--- config.mk ---
export PLATFORM = sky130hd
export DESIGN_NAME = control_unit
export DESIGN_NICKNAME = d
export VERILOG_FILES = /design/src/rtl/bitblaster_pkg.sv /design/src/rtl/instr_decode.sv /design/src/rtl/control_unit.sv
export SDC_FILE = /design/constraint.sdc
export NUM_CORES = 1
export LEC_CHECK = 0
export CELL_PAD_IN_SITES_DETAIL_PLACEMENT = 1
export CELL_PAD_IN_SITES_GLOBAL_PLACEMENT = 2
export CORE_UTILIZATION = 22
export CTS_CLUSTER_DIAMETER = 30
export DETAILED_ROUTE_END_ITERATION = 8
export PLACE_DENSITY = 0.76
export SLEW_MARGIN = 20
export SYNTH_ARGS = -nofsm -noshare
export SYNTH_HDL_FRONTEND = slang
export SYNTH_SLANG_ARGS = --single-unit
export TNS_END_PERCENT = 10
--- constraint.sdc ---
create_clock -name CLKb -period 2.2 [get_ports CLKb]
set_input_delay 0.44 -clock CLKb [delete_from_list [all_inputs] [get_ports CLKb]]
set_output_delay 0.44 -clock CLKb [all_outputs]
set_load 0.01 [all_outputs]
--- src/rtl/bitblaster_pkg.sv ---
// ============================================================================
// Module      : bitblaster_pkg
// Description : Shared types and constants for the bit-blaster datapath control.
// Revision    : 1.0 - initial release
// ============================================================================
`default_nettype none

package bitblaster_pkg;

    localparam int DATA_W = 10;

    localparam logic [1:0] CLS_REG  = 2'b00;
    localparam logic [1:0] CLS_ADDI = 2'b10;
    localparam logic [1:0] CLS_SUBI = 2'b11;

    typedef enum logic [3:0] {
        LOAD = 4'b0000,
        COPY = 4'b0001,
        ADD  = 4'b0010,
        SUB  = 4'b0011,
        INV  = 4'b0100,
        FLP  = 4'b0101,
        AND  = 4'b0110,
        OR   = 4'b0111,
        XOR  = 4'b1000,
        NAND = 4'b1001,
        NOR  = 4'b1010,
        XNOR = 4'b1011,
        ADDI = 4'b1100,
        SUBI = 4'b1101
    } alu_fn_t;

    typedef enum logic [1:0] {
        T0 = 2'd0,
        T1 = 2'd1,
        T2 = 2'd2,
        T3 = 2'd3
    } tstep_t;

    // Operation shape, i.e. which timestep sequence an instruction follows
    typedef enum logic [2:0] {
        OP_LD  = 3'd0,
        OP_CP  = 3'd1,
        OP_BIN = 3'd2,
        OP_UN  = 3'd3,
        OP_IMM = 3'd4
    } op_kind_t;

endpackage

`default_nettype wire

--- src/rtl/instr_decode.sv ---
// ============================================================================
// Module      : instr_decode
// Description : Combinational instruction decode: IR -> operation kind,
//               X/Y one-hot register selects, ALU function, illegal flag.
// Revision    : 1.0 - initial release
// ============================================================================
`default_nettype none

module instr_decode
    import bitblaster_pkg::*;
#(
    parameter int NUM_REGS = 4
) (
    input  logic [DATA_W-1:0]   i_ir,
    output op_kind_t            o_kind,
    output logic [NUM_REGS-1:0] o_x_oh,
    output logic [NUM_REGS-1:0] o_y_oh,
    output alu_fn_t             o_fn,
    output logic                o_illegal
);

    logic [1:0] w_cls;
    logic [3:0] w_code;

    assign w_cls  = i_ir[9:8];
    assign w_code = i_ir[3:0];

    assign o_x_oh = NUM_REGS'(1) << i_ir[7:6];
    assign o_y_oh = NUM_REGS'(1) << i_ir[5:4];

    always_comb begin
        o_kind    = OP_LD;
        o_fn      = LOAD;
        o_illegal = 1'b0;
        case (w_cls)
            CLS_ADDI: begin
                o_kind = OP_IMM;
                o_fn   = ADDI;
            end
            CLS_SUBI: begin
                o_kind = OP_IMM;
                o_fn   = SUBI;
            end
            CLS_REG: begin
                case (w_code)
                    4'd0: o_kind = OP_LD;
                    4'd1: o_kind = OP_CP;
                    4'd4, 4'd5: begin
                        o_kind = OP_UN;
                        o_fn   = alu_fn_t'(w_code);
                    end
                    4'd2, 4'd3, 4'd6, 4'd7, 4'd8, 4'd9, 4'd10, 4'd11: begin
                        o_kind = OP_BIN;
                        o_fn   = alu_fn_t'(w_code);
                    end
                    default: o_illegal = 1'b1;
                endcase
            end
            default: o_illegal = 1'b1;
        endcase
    end

endmodule

`default_nettype wire

--- src/rtl/control_unit.sv ---
// ============================================================================
// Module      : control_unit
// Description : Multi-timestep ALU-stage controller, falling-edge clocked.
//               Optional feature macro: ILLEGAL_TRAP_EN (sticky Illegal trap).
// Revision    : 1.0 - initial release
// ============================================================================
`default_nettype none

module control_unit
    import bitblaster_pkg::*;
#(
    parameter int NUM_REGS = 4,
    parameter int FN_W     = 4
) (
    input  logic                CLKb,
    input  logic                Clear,
    input  logic [DATA_W-1:0]   INST,
    input  logic                EXEC,
    output logic                IRin,
    output logic [NUM_REGS-1:0] Rin,
    output logic [NUM_REGS-1:0] Rout,
    output logic                Ext,
    output logic                IMMout,
    output logic [DATA_W-1:0]   IMM,
    output logic                Ain,
    output logic                Gin,
    output logic                Gout,
    output logic [FN_W-1:0]     ALUcont,
    output logic                Done
`ifdef ILLEGAL_TRAP_EN
    ,
    output logic                Illegal
`endif
);

    tstep_t                r_state;
    tstep_t                w_state_nxt;
    logic [DATA_W-1:0]     r_ir;
    logic                  r_exec_prev;
    logic                  w_exec_edge;
    logic                  w_parked;

    op_kind_t              w_kind;
    logic [NUM_REGS-1:0]   w_x_oh;
    logic [NUM_REGS-1:0]   w_y_oh;
    alu_fn_t               w_fn;
    logic                  w_illegal;

    instr_decode #(
        .NUM_REGS (NUM_REGS)
    ) u_decode (
        .i_ir      (r_ir),
        .o_kind    (w_kind),
        .o_x_oh    (w_x_oh),
        .o_y_oh    (w_y_oh),
        .o_fn      (w_fn),
        .o_illegal (w_illegal)
    );

    assign w_exec_edge = EXEC & ~r_exec_prev;
    assign IMM         = DATA_W'(r_ir[5:0]);

`ifdef ILLEGAL_TRAP_EN
    logic r_illegal;
    logic w_trap_set;

    assign w_parked = r_illegal;
    assign Illegal  = r_illegal;

    always_ff @(negedge CLKb) begin
        if (Clear) begin
            r_illegal <= 1'b0;
        end else if (w_trap_set) begin
            r_illegal <= 1'b1;
        end
    end
`else
    assign w_parked = 1'b0;
`endif

    always_comb begin
        w_state_nxt = r_state;
        IRin        = 1'b0;
        Rin         = '0;
        Rout        = '0;
        Ext         = 1'b0;
        IMMout      = 1'b0;
        Ain         = 1'b0;
        Gin         = 1'b0;
        Gout        = 1'b0;
        ALUcont     = '0;
        Done        = 1'b0;
`ifdef ILLEGAL_TRAP_EN
        w_trap_set  = 1'b0;
`endif
        case (r_state)
            T0: begin
                if (w_exec_edge && !w_parked) begin
                    IRin        = 1'b1;
                    w_state_nxt = T1;
                end
            end
            T1: begin
                w_state_nxt = T0;
                if (w_illegal) begin
`ifdef ILLEGAL_TRAP_EN
                    w_trap_set = 1'b1;
`else
                    Done       = 1'b1;
`endif
                end else begin
                    case (w_kind)
                        OP_LD: begin
                            Ext  = 1'b1;
                            Rin  = w_x_oh;
                            Done = 1'b1;
                        end
                        OP_CP: begin
                            Rout = w_y_oh;
                            Rin  = w_x_oh;
                            Done = 1'b1;
                        end
                        OP_UN: begin
                            Rout        = w_y_oh;
                            Gin         = 1'b1;
                            ALUcont     = FN_W'(w_fn);
                            w_state_nxt = T2;
                        end
                        default: begin
                            Rout        = w_x_oh;
                            Ain         = 1'b1;
                            w_state_nxt = T2;
                        end
                    endcase
                end
            end
            T2: begin
                case (w_kind)
                    OP_UN: begin
                        Gout        = 1'b1;
                        Rin         = w_x_oh;
                        Done        = 1'b1;
                        w_state_nxt = T0;
                    end
                    OP_IMM: begin
                        IMMout      = 1'b1;
                        Gin         = 1'b1;
                        ALUcont     = FN_W'(w_fn);
                        w_state_nxt = T3;
                    end
                    OP_BIN: begin
                        Rout        = w_y_oh;
                        Gin         = 1'b1;
                        ALUcont     = FN_W'(w_fn);
                        w_state_nxt = T3;
                    end
                    default: w_state_nxt = T0;
                endcase
            end
            T3: begin
                Gout        = 1'b1;
                Rin         = w_x_oh;
                Done        = 1'b1;
                w_state_nxt = T0;
            end
            default: w_state_nxt = T0;
        endcase

        // Clear wins over everything, including a same-cycle EXEC edge
        if (Clear) begin
            IRin    = 1'b0;
            Rin     = '0;
            Rout    = '0;
            Ext     = 1'b0;
            IMMout  = 1'b0;
            Ain     = 1'b0;
            Gin     = 1'b0;
            Gout    = 1'b0;
            ALUcont = '0;
            Done    = 1'b0;
`ifdef ILLEGAL_TRAP_EN
            w_trap_set = 1'b0;
`endif
        end
    end

    always_ff @(negedge CLKb) begin
        if (Clear) begin
            r_state     <= T0;
            r_ir        <= '0;
            r_exec_prev <= 1'b0;
        end else begin
            r_state     <= w_state_nxt;
            r_exec_prev <= EXEC;
            if (IRin) begin
                r_ir <= INST;
            end
        end
    end

endmodule

`default_nettype wire

== After elaboration in Yosys (flattened, before gate mapping) ==
Index checks and enable logic that the tools add are counted.
Widths: inputs -> output; s select.
Word-level totals
  output and inout bits: 29
  logic and storage cells: 92
  flip-flop bits (word level): 13
Operators by class
  shift-type cells: 2
  bitwise operators: 2
  muxes and demuxes: 51
  equal/unequal tests: 21
  reductions and logical operators: 13
Operators with widths (number)
  $mux 4: 12
  $pmux 4 s2: 3
  $pmux 4 s3: 2
  $mux 1: 23
  $eq 4x3->1 const B: 4
  $eq 4x4->1 const B: 4
  $reduce_or 12->1: 1
  $reduce_or 10->1: 1
  $reduce_or 2->1: 5
  $eq 2x2->1 const B: 4
  $eq 4x2->1 const B: 2
  $mux 2: 4
  $pmux 2 s4: 1
  $reduce_or 8->1: 1
  $shl 1x2->4 const A: 2
  $eq 3x2->1 const B: 2
  $pmux 1 s2: 3
  $pmux 2 s3: 1
  $pmux 3 s2: 1
  $eq 4x1->1 const B: 1
  $logic_not 2->1: 2
  $logic_not 4->1: 1
  $eq 3x1->1 const B: 1
  $eq 3x3->1 const B: 1
  other kinds (7): 7

== Longest topological paths before layout ==
  depth after elaboration: 10
  gate-level depth with buffers: 6
  mapped depth without buffers: 6

== Modules after synthesis ==
From an unflattened synthesis, not the netlist that was laid out.
Second synthesis, totals
  cell total of the unflattened synthesis: 153
  area total of the unflattened synthesis: 1099.8 sq um
By module, submodules not included
  control_unit: times used 1, cells an instance 128, area an instance 957.2 sq um
  instr_decode: times used 1, cells an instance 25, area an instance 142.6 sq um

==> impl_results.md <==
- Met2 wire len: about 2300 microns
- Routed metal-1 wirelength: 1660 microns
- CP dominant cell by count: buf_4
- Global-route wire length before repair: 6710 microns
- Hold Slack: 0.511 ns
- Critical path's top delay family: buffers and inverters
- Leak: ~0.9 nW
- Final Setup Violations: 25
- GR Overflow Total: 0
- Die Footprint: 4940 sq um
- Drt first pass iters: 4
- TritonCTS Buffers: 3
- Starting density of the core: 23.2%
- Initial detailed-routing violation count: 21
- Port buffer count: 37
- Setup ws final: -1.12 ns
- Clock tree buffer depth: 2
- Antenna-violating nets left: 0
- Die width: around 70 microns
- Highest-delay cell along the critical path: dfxtp_4
- Worst-Skew Late Latency: 0.33 ns
- Hold_buf cts: 0
- Crit Path Max Fanout: 4
- DR WL/cell: 15.4 microns
- EDFF count, synth: 0
- Vias in the first global route: 1436
- Final hold vios: 0
- Num Clock Sinks: 13
- Row cnt: 24
- Number of antenna violations at the first check in global routing: 0
- Share of cells above drive strength 1: between 50% and 60%
- Post-route cell area: 1950 sq um
- Synth Flop Type: dfxtp_1
- Synth unique cells: 36
- Antenna Cells: 0
- DR DRC count: 0
- Max cap viols: 0
- Yosys warns: 0
- WP buf/inv: 3
- Crit end category: output port
- VDD IR max: roughly 0.25 mV
- Nets: 241
- Htree depth: 1
- Largest stage delay, worst path: 0.35 ns
- Status: finished, violations left
- CTS root buf: clkbuf_8
- Cells after synthesis: 140
- R2R setup slack: 0.67 ns
- Most common cell after layout, fill and taps aside: buf_4
- Async SR Flop Fraction: 0%
- Synthesized area: just over 1000 sq um
- Worst-path clk slew: about 0.04 ns
- Sequential share of the synthesized area: 25.4%
- Most frequent cells in the layout: 36 x buf_4, 18 x buf_2, 15 x inv_1, 14 x nor2_1, 14 x nand2_1
- Chip Height: roughly 70 microns
- Critical path required time: 1.76 ns
- GRT Util Overall: 17.0%
- GP Congestion: 0.784
- Core area: 4410 sq um
- Avg Vias per Cell: approximately 4.6
- RSZ-0062 raised after global routing: yes
- Worst setup SP type: flop
- P per Cell Area: 582 nW/um^2
- Io pins: 42
- #FFs+latches synth: 13
- Largest net degree at the start of global routing: 21
- Final cell count without fillers: 274
- Total vias in the final route: 1274
- Critical path cell sequence: nor4_4 > buf_4 > a32oi_2 > buf_4 > a211oi_2 > buf_2
- WL met3: approximately 210 microns
- DP Area: 1660 sq um
- WS Path Type: flop to output port
- Total power draw: about 0.0011 W
- CP arrival: ~2.9 ns
- Fin Setup TNS: -20.14 ns
- Total Routed Length: 4220 microns
- Synth Area per Inst: about 7.3 sq um
- Worst Skew: 0.0179 ns
- CTS tree: built
- Hold Crit Class: flop to flop
- Layout area overhead: 90.2%
- Max Used Layer: met4
- Final max-slew violation count: 0
- Failing checks: setup timing
- Cells after DPL: 251
- DP Wirelength: roughly 2800 microns
## through the flow
stage               utilization (%)  setup WS, ns
detailed placement             37.5         -1.31
CTS                            42.5         -1.12
floorplan                         -        -0.675
finish                         44.2         -1.12
global route                   44.2         -1.19
global placement               37.5         -1.23
## worst min-delay path, stage by stage, from the launching register on
cell      delay, ns
dfxtp_1        0.32
nand2b_1       0.07
o21ai_0        0.06
## flip-flops by register name, summed over array words and instances, names as in the netlist
| name | cells |
|---|---|
| r_state | 2 |
| r_ir | 10 |
| r_exec_prev | 1 |
## cells by family (layout without fill, tap and decap cells)
group / Yosys count / in the layout / share of synthesized area [%]
fa+ha+maj: 5 / 5 / 6.10
compound gates: 34 / 34 / 21.3
flops: 13 / 13 / 25.4
other cells: 1 / 4 / 0.366
simple gates: 62 / 62 / 32.1
buf+inv: 24 / 103 / 13.7
mux: 1 / 1 / 1.10
## cell type report
cell class,count,area (sq um)
fill,527,2460
multi-input combinational,106,810
timing repair buffer,81,643
sequential,13,290
clock inverter,14,78.8
tap,52,65.1
clock buffer,3,41.3
inverter,5,23.8
## where the power goes
part | switching, W | leakage (nW) | internal (W) | total (W)
clock network | 0.000178 | 0.105 | 0.000274 | 0.000452
logic | 0.000175 | 0.699 | 0.000221 | 0.000396
registers | 0.0000317 | 0.113 | 0.000256 | 0.000288
## repair_timing
action                     4_1_cts  5_1_grt
cloned                           0        0
resized for setup              145       27
setup endpoints to repair       37       36
pin swaps                       13        6
buffers inserted                 5        2
## cell usage after synthesis (2+ instances only)
cell type / number / share of area (%)
nor2_1: 17 / 6.2
nand2_1: 16 / 5.9
dfxtp_1: 13 / 25
nand2b_1: 13 / 7.9
o21ai_0: 13 / 6.3
buf_4: 10 / 7.3
inv_1: 6 / 2.2
ha_1: 5 / 6.1
a21oi_1: 4 / 2.0
nand3_1: 4 / 2.0
a211oi_1: 3 / 2.2
buf_2: 3 / 1.5
clkbuf_1: 3 / 1.1
o32ai_1: 3 / 2.6
or2_2: 3 / 1.8
and3b_1: 2 / 1.7
o21a_1: 2 / 1.5
o22ai_1: 2 / 1.2
## worst paths after layout
path,cells after the start,start,to
worst min-delay path,2,r_ir[6]$_SDFFE_NP0P_,r_ir[6]$_SDFFE_NP0P_
worst min register to register,2,r_ir[6]$_SDFFE_NP0P_,r_ir[6]$_SDFFE_NP0P_
worst max register to register,6,r_ir[3]$_SDFFE_NP0P_,r_state[1]$_SDFFE_NP0P_
worst max-delay path,6,r_ir[8]$_SDFFE_NP0P_,ALUcont[0]
## metal layers
layer	GRT usage, %	vias up
met5	0	-
met4	5.56	0
met3	5.19	8
met2	31.6	39
met1	17.9	600
li1	-	627
No activity file was read; power rests on OpenSTA's default activity.
